--- config.mk ---
export PLATFORM = sky130hd
export DESIGN_NAME = ntt_io_streamer_flat
export DESIGN_NICKNAME = d
export VERILOG_FILES = /design/src/rtl/ntt_io_streamer_if.sv /design/src/rtl/ntt_io_streamer.sv /design/src/flat_wrapper.sv
export SDC_FILE = /design/constraint.sdc
export NUM_CORES = 1
export LEC_CHECK = 0
export CAP_MARGIN = 40
export CORE_MARGIN = 3
export CORE_UTILIZATION = 30
export CTS_BUF_LIST = sky130_fd_sc_hd__clkbuf_16
export DETAILED_ROUTE_END_ITERATION = 8
export PLACE_DENSITY = 0.6
export REMOVE_ABC_BUFFERS = 1
export SYNTH_ARGS = -nofsm -noshare
export SYNTH_HDL_FRONTEND = slang
export SYNTH_SLANG_ARGS = --single-unit
--- constraint.sdc ---
create_clock -name clk -period 6.7 [get_ports clk]
set_input_delay 2.01 -clock clk [delete_from_list [all_inputs] [get_ports clk]]
set_output_delay 2.01 -clock clk [all_outputs]
set_load 0.01 [all_outputs]
--- src/rtl/ntt_io_streamer_if.sv ---
// Signal bundle for ntt_io_streamer: command pulses, the input and output
// coefficient streams, the OpenNTT io_ram_* port and status/debug outputs.
// Handshake rule (both streams): a beat transfers on a rising clock edge where
// valid && ready are both high; once valid is raised, it and the payload stay
// stable until that transfer happens; ready may change freely.
interface ntt_io_streamer_if #(
    parameter int LOGQ          = 32,
    parameter int LOGN          = 12,
    parameter int NUM_POLY_MEMS = 2,
    parameter int FIFO_DEPTH    = 8
);
    localparam int SLOT_W = $clog2(NUM_POLY_MEMS);
    localparam int ADDR_W = SLOT_W + LOGN;
    localparam int CNT_W  = $clog2(FIFO_DEPTH + 1);

    // Command / control
    logic              core_busy;
    logic              load_start;
    logic              unload_start;
    logic [SLOT_W-1:0] poly_sel;

    // Input coefficient stream
    logic              s_valid;
    logic              s_ready;
    logic [LOGQ-1:0]   s_data;
    logic              s_last;

    // Output coefficient stream
    logic              m_valid;
    logic              m_ready;
    logic [LOGQ-1:0]   m_data;
    logic              m_last;

    // OpenNTT I/O RAM port
    logic              io_ram_wen;
    logic [ADDR_W-1:0] io_ram_waddr;
    logic [ADDR_W-1:0] io_ram_raddr;
    logic [LOGQ-1:0]   io_ram_wdata;
    logic [LOGQ-1:0]   io_ram_rdata;

    // Status
    logic              busy;
    logic              load_done;
    logic              unload_done;
    logic              len_err;

    // Debug visibility of the FSM and buffer occupancy
    logic [1:0]        dbg_state;
    logic [CNT_W-1:0]  dbg_fifo_count;
    logic [CNT_W-1:0]  dbg_inflight;

    // Streamer side
    modport slave (
        input  core_busy, load_start, unload_start, poly_sel,
        input  s_valid, s_data, s_last,
        output s_ready,
        output m_valid, m_data, m_last,
        input  m_ready,
        output io_ram_wen, io_ram_waddr, io_ram_raddr, io_ram_wdata,
        input  io_ram_rdata,
        output busy, load_done, unload_done, len_err,
        output dbg_state, dbg_fifo_count, dbg_inflight
    );

    // System / NTT side
    modport master (
        output core_busy, load_start, unload_start, poly_sel,
        output s_valid, s_data, s_last,
        input  s_ready,
        input  m_valid, m_data, m_last,
        output m_ready,
        input  io_ram_wen, io_ram_waddr, io_ram_raddr, io_ram_wdata,
        output io_ram_rdata,
        input  busy, load_done, unload_done, len_err,
        input  dbg_state, dbg_fifo_count, dbg_inflight
    );
endinterface

--- src/rtl/ntt_io_streamer.sv ---
// ntt_io_streamer: moves one polynomial (N = 2**LOGN coefficients) between a
// valid/ready stream and an OpenNTT polynomial slot through the io_ram_* port.
// LOAD writes streamed coefficients into {slot, index}; UNLOAD reads them back
// and buffers the fixed-latency returns in a credit-managed FIFO so the output
// stream may stall at any time.
// Optional build macro NTT_IO_BITREV_EN: the index part of both RAM addresses
// becomes the LOGN-bit bit-reversal of the stream index (memory holds
// bit-reversed order, streams stay in natural order).
// Read timing: a read issued in cycle t registers io_ram_raddr at the end of
// t, and io_ram_rdata for it is valid in cycle t+IO_RD_LAT.
// Parameters must match those of the connected ntt_io_streamer_if.
module ntt_io_streamer #(
    parameter int LOGQ          = 32,
    parameter int LOGN          = 12,
    parameter int NUM_POLY_MEMS = 2,
    parameter int IO_RD_LAT     = 4,
    parameter int FIFO_DEPTH    = 8
) (
    input logic             clk,
    input logic             rst,
    ntt_io_streamer_if.slave io
);
    localparam int SLOT_W = $clog2(NUM_POLY_MEMS);
    localparam int ADDR_W = SLOT_W + LOGN;
    localparam int PTR_W  = $clog2(FIFO_DEPTH);
    localparam int CNT_W  = $clog2(FIFO_DEPTH + 1);
    localparam int ENT_W  = LOGQ + 1;

    typedef enum logic [1:0] {
        ST_IDLE   = 2'd0,
        ST_LOAD   = 2'd1,
        ST_UNLOAD = 2'd2,
        ST_DRAIN  = 2'd3
    } state_t;

    // Memory-side index for a stream index.
    function automatic logic [LOGN-1:0] mem_index(input logic [LOGN-1:0] idx);
        logic [LOGN-1:0] r;
`ifdef NTT_IO_BITREV_EN
        for (int i = 0; i < LOGN; i++) begin
            r[i] = idx[LOGN-1-i];
        end
`else
        r = idx;
`endif
        return r;
    endfunction

    state_t             state_q, state_d;
    logic [SLOT_W-1:0]  slot_q, slot_d;
    logic [LOGN-1:0]    idx_q, idx_d;
    logic               wen_q, wen_d;
    logic [ADDR_W-1:0]  waddr_q, waddr_d;
    logic [LOGQ-1:0]    wdata_q, wdata_d;
    logic [ADDR_W-1:0]  raddr_q, raddr_d;
    logic [IO_RD_LAT-1:0] tag_q, tag_d;
    logic [IO_RD_LAT-1:0] tag_last_q, tag_last_d;
    logic [PTR_W-1:0]   wr_ptr_q, wr_ptr_d;
    logic [PTR_W-1:0]   rd_ptr_q, rd_ptr_d;
    logic [CNT_W-1:0]   count_q, count_d;
    logic               load_done_q, load_done_d;
    logic               unload_done_q, unload_done_d;
    logic               len_err_q, len_err_d;

    logic [ENT_W-1:0]   fifo_mem [FIFO_DEPTH];

    logic               start_ok;
    logic               accept_load;
    logic               accept_unload;
    logic               idx_last;
    logic               beat;
    logic [CNT_W-1:0]   inflight;
    logic [CNT_W:0]     credit_sum;
    logic               issue;
    logic               push;
    logic               pop;
    logic               fifo_nonempty;
    logic [ENT_W-1:0]   head;

    assign start_ok      = (state_q == ST_IDLE) && !io.core_busy;
    assign accept_load   = start_ok && io.load_start;
    assign accept_unload = start_ok && !io.load_start && io.unload_start;
    assign idx_last      = &idx_q;
    assign beat          = (state_q == ST_LOAD) && io.s_valid;
    assign fifo_nonempty = (count_q != '0);
    assign head          = fifo_mem[rd_ptr_q];
    assign push          = tag_q[IO_RD_LAT-1];
    assign pop           = fifo_nonempty && io.m_ready;

    // Count reads whose data has not yet reached the FIFO.
    always_comb begin
        inflight = '0;
        for (int i = 0; i < IO_RD_LAT; i++) begin
            inflight = inflight + CNT_W'(tag_q[i]);
        end
    end

    // A read may only be issued if a FIFO slot is reserved for its return.
    assign credit_sum = {1'b0, inflight} + {1'b0, count_q};
    assign issue      = (state_q == ST_UNLOAD) && (credit_sum < (CNT_W+1)'(FIFO_DEPTH));

    // FSM state register.
    always_ff @(posedge clk or posedge rst) begin
        if (rst) begin
            state_q <= ST_IDLE;
        end else begin
            state_q <= state_d;
        end
    end

    // FSM next-state: leave LOAD/UNLOAD on the N-1 beat/read, leave DRAIN on the last pop.
    always_comb begin
        state_d = state_q;
        unique case (state_q)
            ST_IDLE: begin
                if (accept_load) begin
                    state_d = ST_LOAD;
                end else if (accept_unload) begin
                    state_d = ST_UNLOAD;
                end
            end
            ST_LOAD: begin
                if (beat && idx_last) begin
                    state_d = ST_IDLE;
                end
            end
            ST_UNLOAD: begin
                if (issue && idx_last) begin
                    state_d = ST_DRAIN;
                end
            end
            ST_DRAIN: begin
                if (pop && head[0]) begin
                    state_d = ST_IDLE;
                end
            end
            default: state_d = ST_IDLE;
        endcase
    end

    // FSM outputs and datapath next values: writes, reads, tags, FIFO pointers, flags.
    always_comb begin
        slot_d        = slot_q;
        idx_d         = idx_q;
        wen_d         = 1'b0;
        waddr_d       = waddr_q;
        wdata_d       = wdata_q;
        raddr_d       = raddr_q;
        load_done_d   = 1'b0;
        unload_done_d = 1'b0;
        len_err_d     = len_err_q;

        tag_d         = tag_q << 1;
        tag_d[0]      = issue;
        tag_last_d    = tag_last_q << 1;
        tag_last_d[0] = issue && idx_last;

        wr_ptr_d = push ? wr_ptr_q + PTR_W'(1) : wr_ptr_q;
        rd_ptr_d = pop  ? rd_ptr_q + PTR_W'(1) : rd_ptr_q;
        count_d  = count_q + CNT_W'(push) - CNT_W'(pop);

        if (accept_load) begin
            slot_d    = io.poly_sel;
            idx_d     = '0;
            len_err_d = 1'b0;
        end else if (accept_unload) begin
            slot_d = io.poly_sel;
            idx_d  = '0;
        end

        if (beat) begin
            wen_d       = 1'b1;
            waddr_d     = {slot_q, mem_index(idx_q)};
            wdata_d     = io.s_data;
            idx_d       = idx_q + LOGN'(1);
            load_done_d = idx_last;
            if (io.s_last != idx_last) begin
                len_err_d = 1'b1;
            end
        end

        if (issue) begin
            raddr_d = {slot_q, mem_index(idx_q)};
            idx_d   = idx_q + LOGN'(1);
        end

        if ((state_q == ST_DRAIN) && pop && head[0]) begin
            unload_done_d = 1'b1;
        end
    end

    // Datapath registers; reset drops in-flight tags so late RAM returns are ignored.
    always_ff @(posedge clk or posedge rst) begin
        if (rst) begin
            slot_q        <= '0;
            idx_q         <= '0;
            wen_q         <= 1'b0;
            waddr_q       <= '0;
            wdata_q       <= '0;
            raddr_q       <= '0;
            tag_q         <= '0;
            tag_last_q    <= '0;
            wr_ptr_q      <= '0;
            rd_ptr_q      <= '0;
            count_q       <= '0;
            load_done_q   <= 1'b0;
            unload_done_q <= 1'b0;
            len_err_q     <= 1'b0;
        end else begin
            slot_q        <= slot_d;
            idx_q         <= idx_d;
            wen_q         <= wen_d;
            waddr_q       <= waddr_d;
            wdata_q       <= wdata_d;
            raddr_q       <= raddr_d;
            tag_q         <= tag_d;
            tag_last_q    <= tag_last_d;
            wr_ptr_q      <= wr_ptr_d;
            rd_ptr_q      <= rd_ptr_d;
            count_q       <= count_d;
            load_done_q   <= load_done_d;
            unload_done_q <= unload_done_d;
            len_err_q     <= len_err_d;
        end
    end

    // FIFO storage: each tagged return is stored as {data, last}.
    always_ff @(posedge clk) begin
        if (push) begin
            fifo_mem[wr_ptr_q] <= {io.io_ram_rdata, tag_last_q[IO_RD_LAT-1]};
        end
    end

    assign io.s_ready        = (state_q == ST_LOAD);
    assign io.m_valid        = fifo_nonempty;
    assign io.m_data         = fifo_nonempty ? head[ENT_W-1:1] : '0;
    assign io.m_last         = fifo_nonempty && head[0];
    assign io.io_ram_wen     = wen_q;
    assign io.io_ram_waddr   = waddr_q;
    assign io.io_ram_wdata   = wdata_q;
    assign io.io_ram_raddr   = raddr_q;
    assign io.busy           = (state_q != ST_IDLE);
    assign io.load_done      = load_done_q;
    assign io.unload_done    = unload_done_q;
    assign io.len_err        = len_err_q;
    assign io.dbg_state      = state_q;
    assign io.dbg_fifo_count = count_q;
    assign io.dbg_inflight   = inflight;
endmodule

--- src/flat_wrapper.sv ---
// flat-port wrapper written by rule: the top's interface ports become plain ports
module ntt_io_streamer_flat 
#(
    parameter int LOGQ          = 32,
    parameter int LOGN          = 12,
    parameter int NUM_POLY_MEMS = 2,
    parameter int IO_RD_LAT     = 4,
    parameter int FIFO_DEPTH    = 8
)
  (clk, rst, io_core_busy, io_load_start, io_unload_start, io_poly_sel, io_s_valid, io_s_data, io_s_last, io_s_ready, io_m_valid, io_m_data, io_m_last, io_m_ready, io_io_ram_wen, io_io_ram_waddr, io_io_ram_raddr, io_io_ram_wdata, io_io_ram_rdata, io_busy, io_load_done, io_unload_done, io_len_err, io_dbg_state, io_dbg_fifo_count, io_dbg_inflight);
  ntt_io_streamer_if #(.LOGQ(LOGQ), .LOGN(LOGN), .NUM_POLY_MEMS(NUM_POLY_MEMS), .FIFO_DEPTH(FIFO_DEPTH)) io_i ();
  input logic clk;
  input logic rst;
  input wire logic [$bits(io_i.core_busy)-1:0] io_core_busy;
  input wire logic [$bits(io_i.load_start)-1:0] io_load_start;
  input wire logic [$bits(io_i.unload_start)-1:0] io_unload_start;
  input wire logic [$bits(io_i.poly_sel)-1:0] io_poly_sel;
  input wire logic [$bits(io_i.s_valid)-1:0] io_s_valid;
  input wire logic [$bits(io_i.s_data)-1:0] io_s_data;
  input wire logic [$bits(io_i.s_last)-1:0] io_s_last;
  output wire logic [$bits(io_i.s_ready)-1:0] io_s_ready;
  output wire logic [$bits(io_i.m_valid)-1:0] io_m_valid;
  output wire logic [$bits(io_i.m_data)-1:0] io_m_data;
  output wire logic [$bits(io_i.m_last)-1:0] io_m_last;
  input wire logic [$bits(io_i.m_ready)-1:0] io_m_ready;
  output wire logic [$bits(io_i.io_ram_wen)-1:0] io_io_ram_wen;
  output wire logic [$bits(io_i.io_ram_waddr)-1:0] io_io_ram_waddr;
  output wire logic [$bits(io_i.io_ram_raddr)-1:0] io_io_ram_raddr;
  output wire logic [$bits(io_i.io_ram_wdata)-1:0] io_io_ram_wdata;
  input wire logic [$bits(io_i.io_ram_rdata)-1:0] io_io_ram_rdata;
  output wire logic [$bits(io_i.busy)-1:0] io_busy;
  output wire logic [$bits(io_i.load_done)-1:0] io_load_done;
  output wire logic [$bits(io_i.unload_done)-1:0] io_unload_done;
  output wire logic [$bits(io_i.len_err)-1:0] io_len_err;
  output wire logic [$bits(io_i.dbg_state)-1:0] io_dbg_state;
  output wire logic [$bits(io_i.dbg_fifo_count)-1:0] io_dbg_fifo_count;
  output wire logic [$bits(io_i.dbg_inflight)-1:0] io_dbg_inflight;
  assign io_i.core_busy = io_core_busy;
  assign io_i.load_start = io_load_start;
  assign io_i.unload_start = io_unload_start;
  assign io_i.poly_sel = io_poly_sel;
  assign io_i.s_valid = io_s_valid;
  assign io_i.s_data = io_s_data;
  assign io_i.s_last = io_s_last;
  assign io_s_ready = io_i.s_ready;
  assign io_m_valid = io_i.m_valid;
  assign io_m_data = io_i.m_data;
  assign io_m_last = io_i.m_last;
  assign io_i.m_ready = io_m_ready;
  assign io_io_ram_wen = io_i.io_ram_wen;
  assign io_io_ram_waddr = io_i.io_ram_waddr;
  assign io_io_ram_raddr = io_i.io_ram_raddr;
  assign io_io_ram_wdata = io_i.io_ram_wdata;
  assign io_i.io_ram_rdata = io_io_ram_rdata;
  assign io_busy = io_i.busy;
  assign io_load_done = io_i.load_done;
  assign io_unload_done = io_i.unload_done;
  assign io_len_err = io_i.len_err;
  assign io_dbg_state = io_i.dbg_state;
  assign io_dbg_fifo_count = io_i.dbg_fifo_count;
  assign io_dbg_inflight = io_i.dbg_inflight;
  ntt_io_streamer #(.LOGQ(LOGQ), .LOGN(LOGN), .NUM_POLY_MEMS(NUM_POLY_MEMS), .IO_RD_LAT(IO_RD_LAT), .FIFO_DEPTH(FIFO_DEPTH)) u_core (.clk(clk), .rst(rst), .io(io_i));
endmodule
After elaboration in Yosys (flattened, before gate mapping) --
Memories as Yosys holds them, arrays and structs flattened. Cells that the tools add are included.
Storage, ports and cells: register bits after elaboration 95, bits in latches 0, bits in writable memories 264, memory bits (read-only) 0, output and inout bits 108, memories 1
Memories:
- u_core.fifo_mem | depth 8, bits a word 33, read ports 1, clocked after Yosys merged registers in 0, write ports 1, line ntt_io_streamer.sv:65 | logic [ENT_W-1:0] fifo_mem [FIFO_DEPTH];
Operators by class: add/subtract/negate cells 9, $mul 0, divide/modulo/power cells 0, magnitude comparators 1, equality and inequality tests 8, shift-type cells 0, multiplexer cells 21, bitwise operators 0, reduce and logical (&&, ||, !) cells 22
Operator list (count):
- 12-bit 2-to-1 mux | 4
- 32-bit 2-to-1 mux | 1
- 1-bit logical AND | 13
- 12-bit by 1-bit adder with 12-bit output, second input constant | 1
- 4-bit by 1-bit adder with 4-bit output | 3
- 12-bit AND reduction | 1
- 1-bit 2-to-1 mux | 10
- 2-bit 2-to-1 mux | 5
- 2-bit case mux with 4 select lines | 1
- 4-bit nonzero test | 2
- 3-bit by 1-bit adder with 3-bit output, second input constant | 2
- 2-bit by 1-bit != test with 1-bit output, second input constant | 3
- 4-bit by 4-bit adder with 5-bit output | 1
- 5-bit by 4-bit less-than comparator with 1-bit output, second input constant | 1
- 2-bit equality test, second input constant | 2
- 4-bit AND reduction | 1
- 2-bit nonzero test | 2
- 4-bit by 1-bit subtractor with 4-bit output | 1
- 3-bit by 1-bit != test with 1-bit output, second input constant | 1
- 1-bit by 1-bit adder with 2-bit output | 1
- 2-bit by 1-bit equality test with 1-bit output, second input constant | 1
- 1-bit logical NOT | 2
- 2-bit logical NOT | 1
- 1-bit != test | 1

Longest topological paths before layout --
word-level depth 9, mapped depth 13, gate-level depth less buffers 11

Least setup slack after synthesis --
No wires, ideal clock.
path kind flip-flop to output port, start reg u_core.rd_ptr_q[0], end out io_m_data[10], arrival time 1.567 ns, required time 4.690 ns, path slack 3.123 ns, cell stages (with the launch flop) 7, buffers on the path 3, cells stage by stage dfrtp_1 > buf_2 > buf_6 > buf_4 > mux4_2 > mux2i_1 > nor2_1
Between the ends: longest elaborated chain between the ends 2
RTL lines:
- start: declaration | line ntt_io_streamer.sv:59 | logic [PTR_W-1:0] rd_ptr_q, rd_ptr_d;
- start signal: assignment | line ntt_io_streamer.sv:219 | rd_ptr_q <= rd_ptr_d;
- memory read 8 x 33 bit
- 32-bit 2-to-1 mux | line ntt_io_streamer.sv:236 | assign io.m_data = fifo_nonempty ? head[ENT_W-1:1] : '0;
- end: declaration | line flat_wrapper.sv:23 | output wire logic [$bits(io_i.m_data)-1:0] io_m_data;
Every way passes these cells.

Worst setup path after layout --
start reg u_core.rd_ptr_q[0], end out io_m_data[9]
Same word-level chain as after synthesis.

==> results_dict.tcl <==
set metrics [dict create \
    synthTopCellsByArea "edfxtp_1 56%, dfrtp_1 17%, mux4_2 10%" \
    grt_pass1_wl_mm 49.9 \
    gp_congestion 0.722 \
    drt_iter0_drc 543 \
    synthFlopType "edfxtp_1" \
    peakVddDrop_mv 0.209 \
    syn2layout_area_growth_pct 27.1 \
    wl_mm 32.3 \
    antenna_found_initial 2 \
    clk_root_buffer_cell "clkbuf_16" \
    synthCells 825 \
    setup_viol 0 \
    multi_input_area_sq_um 3610 \
    outcome "completed" \
    crit_path_max_incr_delay_ns 0.92 \
    clk_latency_ns 0.53 \
    layout_common_cells "264 x edfxtp_1, 179 x clkdlybuf4s50_1, 147 x nand2_1" \
    grt-ovfl-total 0 \
    required_ns 4.69 \
    wl_per_cell_microns 19.6 \
    relSlewSlack_pct 43.9 \
    ys_seq_elements 359 \
    internal_power_mw 5.44 \
    antenna_cells 0 \
    setup_tns_ns 0 \
    cts_max_path_buffers 3 \
    row_count 78 \
    cp_max_fo 39 \
    ys_seq_area_share_pct 72.9 \
    rsz0062_at_grt "no" \
    regArea_sq_um 10300 \
    swShare_pct 30.6 \
    powerDensity_nw_per_um2 436 \
    cts_tree "yes" \
    cts_resized 0 \
    critPathBufInv 2 \
    vias_per_cell 4.66 \
    final_max_slew_viol_count 0 \
    hold_viol 0 \
    combPwrFrac_pct 33.0 \
    drtPass1Iterations 5 \
    crit_path_end_kind "output port" \
    synth-edff-count 264 \
    die_x_microns 223 \
    die_area_sq_um 49800 \
    p_sw_mw 2.40 \
    cts_made_buffers 39 \
    pwr-share-seq_pct 40.0 \
    layout_commonest_cell "edfxtp_1" \
    fillCellCount 4182 \
    worstPathArrival_ns 3.27 \
    antenna_left 0 \
    drive_above_1_share_pct 16.7 \
    crit_path_cell_trace "buf_4 > mux4_2 > mux2i_1 > nor2_1 > clkdlybuf4s50_1" \
    synthArstFlopShare_pct 26.5 \
    fin_nets 1110 \
    crit_type "register to output port" \
    dp_hpwl_mm 18.9 \
    fmax_ghz 0.189 \
    place_worst_setup_slack_ns 1.90 \
    boundaryPins 181 \
    dpl_cell_area_sq_um 16700 \
    track_usage_pct 12.9 \
    start_kind "register" \
    start_util_pct 30.8 \
    postCtsSetupRepairBufs 0 \
    p_clk_share_pct 27.0 \
    cts_num_sinks 359 \
    max_slew.worst_pin.slew_ns 0.831 \
    htreeDepth 2 \
    clock_skew_ns 0.0126 \
    fin_crit_sh_pct 78.8 \
    cp_slowest_cell "dfrtp_4" \
    synth.largest_area_cell "edfxtp_1" \
    drc 0 \
    p_leak_nw 6.75 \
    crit_family "buffers and inverters" \
    period_needed_ns 5.28 \
    port_buffers 179 \
    synthDistinctLibCells 54 \
    core-area_sq_um 46000 \
    grt_pass1_vias 8310 \
    clk_pin_slew_ns 0.06 \
    postCtsHoldBufs 0 \
    yosysWarnings 0 \
    synth_top_cell_area_share_pct 56.1 \
    syn-cell-area_sq_um 14100 \
    die_h_microns 223 \
    grt_max_degree 64 \
    hold_class "register to register" \
    vias 7685 \
    final_area_sq_um 18000 \
    fin_ws_ns 1.42 \
    timing.max_cap.violations 0 \
    syn_area_per_cell_sq_um 17.1 \
]
## worst reg2reg max path, stage by stage (launching register included)
cell	delay (ns)
dfrtp_1	0.38
ha_1	0.28
inv_1	0.05
fa_1	0.35
inv_1	0.06
ha_1	0.24
ha_1	0.28
nand4b_1	0.16
a31oi_1	0.50
and2_1	0.43
a22o_1	0.21
## metrics by stage
step / std cells / util, % / total power, mW / hold WS [ns]
final: 1649 / 39.1 / 7.84 / 0.348
after global routing: 1649 / 39.1 / 8.32 / 0.354
after CTS: 1649 / 39.1 / 7.99 / 0.352
after detailed placement: 1582 / 36.4 / 5.83 / 0.337
after global placement: 1578 / 36.2 / 5.78 / 0.333
after floorplan: 785 / - / 4.55 / 0.331
## area by class of cell
cell class / count / area share [%]
Inverter: 18 / 0.383
Clock buffer: 41 / 5.71
Timing Repair Buffer: 197 / 11.0
Tap cell: 600 / 4.18
Clock inverter: 26 / 1.30
Multi-Input combinational cell: 408 / 20.1
Sequential cell: 359 / 57.4
## cells by family (layout without fill, tap and decap cells)
group / count (synthesis) / in the layout / share of synthesized area, %
DFF: 359 / 359 / 72.9
and+or+nand+nor: 241 / 241 / 7.55
muxes: 115 / 115 / 14.1
buffers and inverters: 58 / 282 / 2.03
AOI/OAI and AO/OA: 28 / 28 / 1.48
adders and majority gates: 14 / 14 / 1.34
xor gates and xnor gates: 9 / 9 / 0.557
other: 1 / 1 / 0.0265
## Yosys cell counts, drive strengths merged, types with 7 or more instances
master    n
mux4     64
a211o     7
nand2   148
ha       12
dfrtp    95
mux2i    33
buf      31
nor2     43
and3     10
edfxtp  264
clkbuf    9
inv      18
mux2     18
nor3      8
## final timing paths
kind	start	endpoint	slack (ns)	cells past startpoint
max in group asynchronous	rst	u_core.rd_ptr_q[1]	3.97	4
min in group asynchronous	rst	u_core.io.io_ram_wdata[23]	1.74	2
worst min-delay path	u_core.tag_last_q[1]	u_core.tag_last_q[2]	0.35	0
worst max-delay path	u_core.rd_ptr_q[0]	io_m_data[9]	1.42	5
worst max register to register	u_core.tag_q[0]	u_core.idx_q[3]	3.69	10
worst min register to register	u_core.tag_last_q[1]	u_core.tag_last_q[2]	0.35	0
## state kept, by name (all words and copies together), names as in the netlist, 2 cells and up
register                  cells
u_core.fifo_mem             264
u_core.io.io_ram_wdata       32
u_core.io.io_ram_raddr       13
u_core.io.io_ram_waddr       13
u_core.idx_q                 12
u_core.io.dbg_fifo_count      4
u_core.tag_last_q             4
u_core.tag_q                  4
u_core.rd_ptr_q               3
u_core.wr_ptr_q               3
u_core.io.dbg_state           2
## power by group through the flow
stage,Clock [mW],Combinational [mW],Sequential (mW)
floorplan,0,1.32,3.23
global placement,0,2.56,3.21
detailed placement,0,2.65,3.18
CTS,2.19,2.66,3.15
global route,2.28,2.83,3.20
finish,2.11,2.59,3.13
## metal layers
metal / track usage (%) / share of wire [%]
met5: 0 / 0.096
met3: 4.58 / 8.2
met2: 21.4 / 48
met1: 16.2 / 42
met4: 3.34 / 1.9
Power figures use the tool's default switching activity.
